--- config.mk ---
export PLATFORM = sky130hd
export DESIGN_NAME = key_sched_ctrl
export DESIGN_NICKNAME = d
export VERILOG_FILES = /design/src/rtl/key_sched_ctrl.sv
export SDC_FILE = /design/constraint.sdc
export NUM_CORES = 1
export LEC_CHECK = 0
export CORE_MARGIN = 2
export CORE_UTILIZATION = 39
export CTS_CLUSTER_DIAMETER = 120
export DETAILED_ROUTE_END_ITERATION = 8
export GPL_ROUTABILITY_DRIVEN = 0
export GPL_TIMING_DRIVEN = 0
export HOLD_SLACK_MARGIN = 0.06
export PLACE_DENSITY = 0.82
export SLEW_MARGIN = 15
export SYNTH_ARGS = -nofsm -noshare
export SYNTH_HDL_FRONTEND = slang
export SYNTH_SLANG_ARGS = --single-unit
--- constraint.sdc ---
create_clock -name clk -period 1.5 [get_ports clk]
set_clock_uncertainty 0.1 [all_clocks]
set_input_delay 0.3 -clock clk [delete_from_list [all_inputs] [get_ports clk]]
set_output_delay 0.3 -clock clk [all_outputs]
set_load 0.05 [all_outputs]
--- src/rtl/key_sched_ctrl.sv ---
// key_sched_ctrl: owns the cipher key feeding key_expansion and flags when all
// round keys have settled through its pipeline, blocking key changes while busy.
module key_sched_ctrl #(
    parameter int KEY_W  = 128,
    parameter int SETTLE = 9
) (
    input  logic             clk,
    input  logic             rst,
    input  logic [0:KEY_W-1] key_in,
    input  logic             key_valid,
    output logic             key_ready,
    input  logic             key_clear,
    input  logic             pipe_busy,
    output logic [0:KEY_W-1] key_out,
    output logic             keys_valid,
    output logic [3:0]       settle_cnt,
    output logic [3:0]       key_gen
);
    typedef enum logic [1:0] {S_IDLE, S_SETTLE, S_READY} state_t;

    localparam logic [3:0] LAST = 4'(SETTLE - 1);

    state_t           state_q, state_d;
    logic [0:KEY_W-1] key_q, key_d;
    logic             kv_q, kv_d;
    logic [3:0]       cnt_q, cnt_d;
    logic [3:0]       gen_q, gen_d;
    logic             accept;

    // rst gates ready directly so no key is taken while reset is held
    assign key_ready = rst && !key_clear &&
                       (state_q == S_IDLE || (state_q == S_READY && !pipe_busy));
    assign accept    = key_valid && key_ready;

    always_comb begin
        state_d = state_q;
        key_d   = key_q;
        kv_d    = kv_q;
        cnt_d   = cnt_q;
        gen_d   = gen_q;
        if (key_clear) begin
            state_d = S_IDLE;
            key_d   = '0;
            kv_d    = 1'b0;
            cnt_d   = '0;
        end else if (accept) begin
            state_d = S_SETTLE;
            key_d   = key_in;
            kv_d    = 1'b0;
            cnt_d   = '0;
            gen_d   = gen_q + 4'd1;
        end else if (state_q == S_SETTLE) begin
            if (cnt_q == LAST) begin
                state_d = S_READY;
                kv_d    = 1'b1;
            end else begin
                cnt_d = cnt_q + 4'd1;
            end
        end
    end

    always_ff @(posedge clk or negedge rst) begin
        if (!rst) begin
            state_q <= S_IDLE;
            key_q   <= '0;
            kv_q    <= 1'b0;
            cnt_q   <= '0;
            gen_q   <= '0;
        end else begin
            state_q <= state_d;
            key_q   <= key_d;
            kv_q    <= kv_d;
            cnt_q   <= cnt_d;
            gen_q   <= gen_d;
        end
    end

    assign key_out    = key_q;
    assign keys_valid = kv_q;
    assign settle_cnt = cnt_q;
    assign key_gen    = gen_q;
endmodule

* Yosys cells after proc, flatten, opt, wreduce, memory -nomap -nowiden
Index checks and enable logic that the tools add are counted.
Storage, ports and cells: bits in registers 139, bits of input ports 133, output and inout port bits 138, word-level logic and storage cells 40
Cells by class: add/subtract/negate cells 2, equality and inequality tests 4, mux-type cells 14, bitwise gates (word level) 1, reduce and logical (&&, ||, !) cells 14
Operators with widths (count):
- $mux W128 | 2
- $mux W4 | 4
- $add A4 B1 Y4 const B | 2
- $mux W2 | 4
- $reduce_and A2 Y1 | 3
- $reduce_bool A3 Y1 | 2
- $eq A4 B4 Y1 const B | 1
- $logic_and A1 B1 Y1 | 4
- $mux W1 | 4
- $ne A3 B3 Y1 const B | 1
- $eq A2 B1 Y1 const B | 1
- $eq A2 B2 Y1 const B | 1
- $logic_not A1 Y1 | 2
- $logic_not A2 Y1 | 1
- $reduce_bool A2 Y1 | 1
- $logic_or A1 B1 Y1 | 1
- $not A1 Y1 | 1

* Depth between registers and ports, before layout
depth in word-level cells 7, mapped depth 5, depth with buffers taken out 5

* Worst setup path after synthesis
No wires, ideal clock.
path type reg-to-output, start point register state_q[1], end point output key_ready, arrival 2091 ps, required time 1100 ps, setup slack -991 ps, cell stages (with the launch flop) 4, path buffers 1, path through dfrtp_1 > and2_1 > clkbuf_1 > nor3_1
Between the ends: word-level cells in the longest chain between the ends 4, elaborated cells between the ends (all ways) 5, those cells by class eq/ne: 1; reduce/logical: 4
RTL lines:
- start, declared | line 23 | state_t state_q, state_d;
- start signal, assigned | line 70 | state_q <= state_d;
- $eq A2 B2 Y1 | line 32 | (state_q == S_IDLE || (state_q == S_READY && !pipe_busy));
- $logic_and A1 B1 Y1 | line 32
- $logic_or A1 B1 Y1 (*) | line 32
- $logic_and A1 B1 Y1 (*) | line 31 | assign key_ready = rst && !key_clear &&
- end, declared | line 11 | output logic key_ready,
Every way passes the cells marked *; elsewhere a longest branch is shown, timed or not.

* Worst setup path after layout
Same ends and word-level chain as after synthesis.

==> flow_summary.yaml <==
global_route:
  overflow: 0
  antenna_found_initial: 0
  first_global_vias: 5394
  track_usage_pct: 21.3
  grt_max_degree: 43
  grt_pass1_wl_mm: 29.0
sta:
  hold_ws_ns: -0.366
  setup_violations: 131
  rsz0062_at_grt: "yes"
  tightest_slew_ns: 0.481
  fin_crit_sh_pct: 127
  max_freq_mhz: 526
  period_minus_slack_ns: 1.90
  finalHoldViolCount: 81
  max_slew_margin_pct: 67.9
  setup_slack_ns: -0.400
  maxSlewViolCount: 0
worst_setup_path:
  crit_type: "reg2out"
  r2r_end: "key_out[102]"
  endpoint: "key_ready"
  startpoint: "state_q[1]"
  r2r_start: "state_q[0]"
  reg2reg_slack_ns: -0.39
  crit_fanout: 3
  critPathRequiredTime_ns: 1.10
  crit_path_start_kind: "flop"
  cp-end-kind: "primary output"
  worstPathArrival_ns: 1.50
  r2r_cells: 7
layout:
  diodes: 0
  num-nets-final: 957
  n_fill_cell: 1179
  fin_cells: 1049
  synthToLayoutAreaGrowth_pct: 67.8
  drive_gt1_share_pct: 45.7
drt:
  vias: 5200
  drc_errors: 0
  drt_iter0_drc: 255
  wire_per_inst_um: 19.2
  drt_pass1_iterations: 5
  antenna_left: 0
  vias_per_cell: 4.96
  wl_mm: 20.2
place:
  dp_hpwl_mm: 12.4
  dp.cells: 982
  port_buffers: 270
  pre_cts_ws_ns: -1.67
synthesis:
  synth_cell_types: 32
  yosys.area.top_type: "dfrtp_1"
  synthArstFlopShare_pct: 100
  ys_warn_count: 0
  synth_nets: 631
  synth-edff-count: 0
  ys_seq_elements: 138
  syn_area_per_cell_um2: 12.8
  synthFlopType: "dfrtp_1"
  synth-seq-area-share_pct: 54.6
  syn_inst: 495
  synth_area_leaders: "dfrtp_1 55%, mux2_1 11%, nor2b_1 7.9%, mux2_2 5.0%, mux2_4 4.8%"
  synth_area_um2: 6320
  yosysTopAreaCellShare_pct: 54.6
pwr:
  ir_worst_vdd_mv: 0.686
  p_leak_nw: 5.41
  power_density_nw_per_um2: 1070
clock_network:
  htreeDepth: 4
  clock_latency_ns: 0.42
  clk_pin_slew_worst_paths_ns: 0.06
  root_buffer: "clkbuf_16"
  clkSinkCount: 138
  cts_tree: "done"
  max-clock-path-buffers: 2
  numCtsBuffers: 17
  cts_hold_buf: 2
floorplanning:
  die_w_um: 131
  dieArea_um2: 17200
  io_pins: 271
  start_util_pct: 39.8
  num_rows: 46
  die_h_um: 131
  core_area_um2: 15900
run_status:
  run_status: "complete, but fails checks"
  violations: "negative hold slack, negative setup slack"
hold_path:
  holdCritPathClass: "in2async"
flow_run:
  maxCapViolations: 0
-- power by group --
group	leakage (nW)	internal [mW]	switching, mW
registers	1.87	3.96	0.155
clock network	0.312	3.03	1.61
logic	3.23	1.12	1.49
total	5.41	8.11	3.25
-- worst min-delay path by stage --
stage          slack (ns)  cells past startpoint  startpoint       endpoint
3_5_place_dp         0.24                      1         rst     key_out[2]
5_1_grt             -0.36                      1         rst  settle_cnt[0]
4_1_cts             -0.38                      1         rst  settle_cnt[0]
6_report            -0.37                      1         rst  settle_cnt[0]
3_3_place_gp         0.38                      1  key_gen[3]     key_gen[3]
2_1_floorplan        -0.1                      0         rst     key_gen[0]
-- what timing repair did --
item,in CTS,in global routing
resized for setup,278,430
pin swaps,2,8
setup buffers,8,13
gates cloned,2,12
setup endpoints to repair,276,250
hold endpoints to repair,138,81
-- final cells by class --
cell class	count	area, um2	share of cell area [%]
clock buffers	20	457	4.31
plain buffers	37	418	3.94
repair buffers	308	2700	25.4
multi-input cells	316	3100	29.2
inverters	3	11.3	0.106
flip-flops and latches	138	3460	32.6
clock inverters	11	193	1.82
well taps	216	270	2.55
-- critical path, cell delays in order (launching register included) --
cell and delay [ns]:
dfrtp_2 0.43, and2_4 0.16, clkbuf_16 0.14, nor3_4 0.17, buf_6 0.18
-- stage by stage --
stage	area, um2	total power [mW]	utilization [%]	setup TNS (ns)
floorplan	6350	5.49	-	-20.84
global placement	9330	6.52	58.7	-1614.93
detailed placement	9360	6.56	58.9	-150.50
CTS	9980	11.1	62.8	-51.66
global route	10600	11.8	66.8	-46.05
finish	10600	11.4	66.8	-38.20
-- routing by layer --
layer,part of all wire [%],global-route usage (%),vias up
li1,-,-,2361
met1,40,24.7,2590
met2,51,36.6,221
met3,7.3,7.87,28
met4,1.8,6.76,0
met5,0,0,-
-- logic make-up (layout without fill, tap and decap cells) --
kind of cell    after synthesis  in the layout  synth area share (%)
fa+ha+maj                     3              3                 0.594
simple gates                151            151                  15.5
compound gates               49             49                  4.69
mux                         110            110                  20.8
flops                       138            138                  54.6
buf+inv                      41            379                  3.40
xor+xnor                      3              3                 0.416
-- cell usage in the layout (no fill, tap or decap), types with 4 or more instances in the layout --
master	n
mux2_4	82
mux2_2	28
a21oi_2	5
o31ai_1	6
clkbuf_1	11
nor2b_1	80
o31ai_4	6
o31ai_2	7
clkdlybuf4s50_1	130
dfrtp_2	4
and2b_1	31
buf_2	26
clkbuf_16	31
nand3_1	4
buf_12	13
bufinv_16	5
a21oi_1	19
dfrtp_1	134
o21ai_0	5
clkbuf_2	97
buf_4	25
buf_6	12
nand4_1	20
clkbuf_4	13
-- synthesized netlist by cell type (2+ instances only) --
master,number
dfrtp_1,138
nor2b_1,80
mux2_1,62
and2b_1,31
mux2_2,28
a21oi_1,24
clkbuf_1,22
mux2_4,20
nand4_1,20
o31ai_1,19
buf_2,7
buf_6,5
nand3_1,5
o21ai_0,5
buf_4,4
ha_1,3
nand2b_1,3
inv_1,2
nand2_1,2
nor2b_2,2
xnor2_1,2
-- sequential cells by signal, summed over array words and instances (netlist names) --
name,count
settle_cnt,4
key_gen,4
state_q,2
key_out,128
Power figures use the tool's default switching activity.
